===== src/rtl/mispredict_recovery.sv =====
// Branch-mispredict recovery sequencer: flush, ROB walk-back (rename-map restore and preg free), tail rollback, fetch redirect.
// Latency: FLUSH the cycle after mispredict_i, then K walk cycles and one REDIRECT cycle, where K = entries younger than the branch.
// Backpressure: none; busy_o stalls rename/dispatch/issue, and mispredict_i is ignored while busy.
module mispredict_recovery #(
    parameter int ROB_DEPTH = 16,
    parameter int ROB_W     = 4,
    parameter int PREG_W    = 7,
    parameter int AREG_W    = 5
) (
    input  logic              clk,
    input  logic              rst,
    input  logic              mispredict_i,
    input  logic [31:0]       target_pc_i,
    input  logic [ROB_W-1:0]  recover_tag_i,
    input  logic [ROB_W-1:0]  rob_tail_i,
    output logic [ROB_W-1:0]  walk_idx_o,
    input  logic              walk_rd_used_i,
    input  logic [AREG_W-1:0] walk_ard_i,
    input  logic [PREG_W-1:0] walk_prd_i,
    input  logic [PREG_W-1:0] walk_old_prd_i,
    output logic              flush_o,
    output logic              busy_o,
    output logic              map_restore_valid_o,
    output logic [AREG_W-1:0] map_restore_areg_o,
    output logic [PREG_W-1:0] map_restore_preg_o,
    output logic              free_valid_o,
    output logic [PREG_W-1:0] free_preg_o,
    output logic              rob_set_tail_valid_o,
    output logic [ROB_W-1:0]  rob_set_tail_o,
    output logic              redirect_valid_o,
    output logic [31:0]       redirect_pc_o
);

    typedef enum logic [1:0] {IDLE, FLUSH, WALK, REDIRECT} state_t;

    localparam logic [ROB_W-1:0] ONE = ROB_W'(1);

    state_t            state;
    logic [31:0]       tgt_q;
    logic [ROB_W-1:0]  tag_q;
    logic [ROB_W-1:0]  ptr_q;
    logic [ROB_W-1:0]  cnt_q;
    logic              walk_hit;

    // Unsigned ROB_W-bit arithmetic provides the modulo-ROB_DEPTH wrap for ptr, cnt and tail.
    always_ff @(posedge clk) begin
        if (rst) begin
            state                <= IDLE;
            tgt_q                <= '0;
            tag_q                <= '0;
            ptr_q                <= '0;
            cnt_q                <= '0;
            flush_o              <= 1'b0;
            busy_o               <= 1'b0;
            rob_set_tail_valid_o <= 1'b0;
            rob_set_tail_o       <= '0;
            redirect_valid_o     <= 1'b0;
            redirect_pc_o        <= '0;
        end else begin
            flush_o              <= 1'b0;
            rob_set_tail_valid_o <= 1'b0;
            rob_set_tail_o       <= '0;
            redirect_valid_o     <= 1'b0;
            redirect_pc_o        <= '0;
            case (state)
                IDLE: begin
                    if (mispredict_i) begin
                        tgt_q   <= target_pc_i;
                        tag_q   <= recover_tag_i;
                        ptr_q   <= rob_tail_i - ONE;
                        cnt_q   <= rob_tail_i - recover_tag_i - ONE;
                        flush_o <= 1'b1;
                        busy_o  <= 1'b1;
                        state   <= FLUSH;
                    end
                end
                FLUSH: begin
                    if (cnt_q != '0) begin
                        state <= WALK;
                    end else begin
                        redirect_valid_o     <= 1'b1;
                        redirect_pc_o        <= tgt_q;
                        rob_set_tail_valid_o <= 1'b1;
                        rob_set_tail_o       <= tag_q + ONE;
                        state                <= REDIRECT;
                    end
                end
                WALK: begin
                    ptr_q <= ptr_q - ONE;
                    cnt_q <= cnt_q - ONE;
                    if (cnt_q == ONE) begin
                        redirect_valid_o     <= 1'b1;
                        redirect_pc_o        <= tgt_q;
                        rob_set_tail_valid_o <= 1'b1;
                        rob_set_tail_o       <= tag_q + ONE;
                        state                <= REDIRECT;
                    end
                end
                REDIRECT: begin
                    busy_o <= 1'b0;
                    state  <= IDLE;
                end
                default: begin
                    busy_o <= 1'b0;
                    state  <= IDLE;
                end
            endcase
        end
    end

    // Restore/free strobes follow the same-cycle ROB read at walk_idx_o.
    assign walk_hit            = (state == WALK) && walk_rd_used_i;
    assign walk_idx_o          = ptr_q;
    assign map_restore_valid_o = walk_hit;
    assign map_restore_areg_o  = walk_hit ? walk_ard_i : '0;
    assign map_restore_preg_o  = walk_hit ? walk_old_prd_i : '0;
    assign free_valid_o        = walk_hit;
    assign free_preg_o         = walk_hit ? walk_prd_i : '0;

endmodule


===== config.mk =====
export PLATFORM = sky130hd
export DESIGN_NAME = mispredict_recovery
export DESIGN_NICKNAME = d
export VERILOG_FILES = /design/src/rtl/mispredict_recovery.sv
export SDC_FILE = /design/constraint.sdc
export NUM_CORES = 1
export LEC_CHECK = 0
export CAP_MARGIN = 25
export CORE_ASPECT_RATIO = 0.5
export CORE_MARGIN = 2
export CORE_UTILIZATION = 39
export DETAILED_ROUTE_END_ITERATION = 16
export HOLD_SLACK_MARGIN = 0.15
export PLACE_DENSITY_LB_ADDON = 0.15
export SLEW_MARGIN = 20
export SYNTH_ARGS = -nofsm -noshare
export SYNTH_HDL_FRONTEND = slang
export SYNTH_SLANG_ARGS = --single-unit

===== constraint.sdc =====
create_clock -name clk -period 3.6 [get_ports clk]
set_input_delay 0.36 -clock clk [delete_from_list [all_inputs] [get_ports clk]]
set_output_delay 0.36 -clock clk [all_outputs]
set_load 0.02 [all_outputs]

==> flow_summary.yaml <==
cts:
  numCtsBuffers: 9
  cts.path.max_buffers: 2
  cts_root_buf: "clkbuf_16"
  postCtsHoldBufs: 0
  clock-sinks: 85
  cts_resized: 0
  clk_latency_ns: 0.33
  cts_tree: "built"
  clk_pin_slew_ns: 0.06
  cts_setup_buffers: 0
  h-tree-depth: 3
outcome:
  status: "complete, no violations"
drt:
  viasPerCell: 4.64
  via_count: 2779
  dr.pass1.iters: 5
  wl_um: 7490
  postRouteAntennaNets: 0
  drt_iter0_drc: 114
  wl_per_cell_um: 12.5
  drc: 0
timing:
  max_freq_ghz: 0.398
  rsz0062_at_grt: "false"
  fin_crit_sh_pct: 69.7
  tightest_slew_ns: 0.701
  finalCriticalPeriod_ns: 2.51
  finalHoldViolations: 0
  finalSetupTns_ns: 0
  clock_skew_ns: 0.00599
  finalSetupViolCount: 0
  holdWs_ns: 0.448
  slew_headroom_pct: 53.2
  finalMaxSlewViolations: 0
logic_synthesis:
  syn_inst: 364
  synthArstFlopShare_pct: 0
  synth_mux_area_share_pct: 1.86
  yosysMostFrequentCell: "dfxtp_1"
  yosys.area_share.simple_pct: 22.7
  synth-adder-area-share_pct: 5.55
  synth-edff-count: 0
  synth_xor_area_share_pct: 1.60
  ys_seq_area_share_pct: 51.7
  synth_commonest_cells: "85 x dfxtp_1, 78 x nand2_1, 42 x a21oi_1"
  synth_top_area_share_pct: 51.7
  synth_fp_nets: 441
  yosys_warnings: 0
  synth_cell_types: 38
  syn_avg_cell_area_um2: 9.04
  synth-compound-area-share_pct: 10.9
  netlist_top_cells_area: "dfxtp_1 52%, nand2_1 8.9%, and2_1 7.0%"
  synth_top_family_by_area: "simple AND/OR/NAND/NOR gates"
  synthFlopType: "dfxtp_1"
  synth_area_um2: 3290
  synth_top_cell_by_area: "dfxtp_1"
  synth-seq-cells: 85
finish:
  diodes: 0
  stdcell_count: 599
  syn_to_final_growth_pct: 48.5
  fin_nets: 559
  layout-drive-gt1-share_pct: 4.93
  fin_util_pct: 60.4
global_routing:
  gr-usage-met3_pct: 8.26
  top_usage_layer: "met2"
  use_met2_pct: 29.9
  grt_pass1_wl_um: 11900
  grt_max_degree: 50
  met1_usage_pct: 18.6
  antenna_found_initial: 0
  first_global_vias: 2616
  track_usage_pct: 16.9
  grt_overflow: 0
min_path:
  worst_hold_path_type: "reg -> reg"
power:
  leakage_nw: 1.96
  pwr_density_cell_nw_per_um2: 566
  p_total_mw: 2.76
  ir_drop_mv: 0.263
placed_design:
  io_buffer_count: 127
  place_congestion: 0.775
  dpl.cell_count: 582
  dpl.hpwl_um: 5090
setup_path:
  required_ns: 3.24
  critPathKind: "reg -> out"
  cp.arrival_ns: 2.15
  crit_fanout: 21
  endpoint_kind: "output pin"
  cp-start-kind: "register"
floorplanning:
  die_w_um: 134
  std_cell_rows: 23
  start_util_pct: 40.7
  die_h_um: 68.9
  core_um2: 8090
  die-area_um2: 9230
  ios: 128
flow_run:
  cap_violations: 0
==> critical path, cell delays in order, from the launching register on <==
cell and delay (ns):
dfxtp_1 0.33, inv_1 0.14, ha_1 0.50, and3_1 0.24
clkdlybuf4s50_1 0.61
==> registers in the layout, indices dropped and copies added (netlist names) <==
| register | cells |
|---|---|
| redirect_pc_o | 32 |
| tgt_q | 32 |
| cnt_q | 4 |
| rob_set_tail_o | 4 |
| tag_q | 4 |
| walk_idx_o | 4 |
| state | 2 |
| busy_o | 1 |
| flush_o | 1 |
| redirect_valid_o | 1 |
==> worst paths after layout <==
| kind | endpoint | slack, ns | from | depth (start not counted) |
|---|---|---|---|---|
| min reg2reg | tgt_q[7] | 0.45 | tgt_q[7] | 2 |
| max reg2reg | rob_set_tail_o[3] | 1.31 | state[0] | 7 |
| min | tgt_q[7] | 0.45 | tgt_q[7] | 2 |
| max | map_restore_preg_o[6] | 1.09 | state[0] | 4 |
==> per-layer routing <==
layer	up-vias	part of all wire [%]
li1	1434	-
met1	1245	44
met2	93	47
met3	7	7.8
met4	0	0.90
met5	-	0
==> layout make-up <==
| type | instances | area [um2] |
|---|---|---|
| fill | 728 | 3200 |
| sequential | 85 | 1700 |
| multi-input combinational | 243 | 1420 |
| timing repair buffer | 133 | 1320 |
| clock buffer | 11 | 233 |
| tap | 112 | 140 |
| inverter | 10 | 37.5 |
| clock inverter | 5 | 35.0 |
==> cell usage in the layout, fill, tap and decap left out, types with 4 or more instances in the layout <==
master	netlist	final
clkdlybuf4s50_1	0	126
dfxtp_1	85	85
nand2_1	78	78
a21oi_1	42	42
and2_1	37	37
and3_1	19	19
ha_1	13	13
inv_1	9	9
nor2_1	9	9
clkbuf_16	0	9
o21ai_0	7	7
mux2i_1	5	5
buf_4	3	5
xnor2_1	4	4
==> kinds of logic after synthesis <==
logic type / after synthesis
adder cells (fa/ha/maj): 14
AND/OR/NAND/NOR: 154
buffers and inverters: 36
multiplexers: 6
flip-flops: 85
XOR/XNOR: 6
AO/OA/AOI/OAI: 63
==> power by group <==
group | internal, mW | switching [mW]
Sequential | 1.08 | 0.0823
Combinational | 0.360 | 0.410
Clock | 0.469 | 0.366
==> per-stage QoR <==
stage | worst slack [ns] | cell area (um2)
after floorplan | 1.85 | 3290
final | 1.09 | 4880
after global routing | 0.898 | 4880
after detailed placement | 1.23 | 4600
after CTS | 1.04 | 4870
after global placement | 1.27 | 4600
Power figures use the tool's default switching activity.
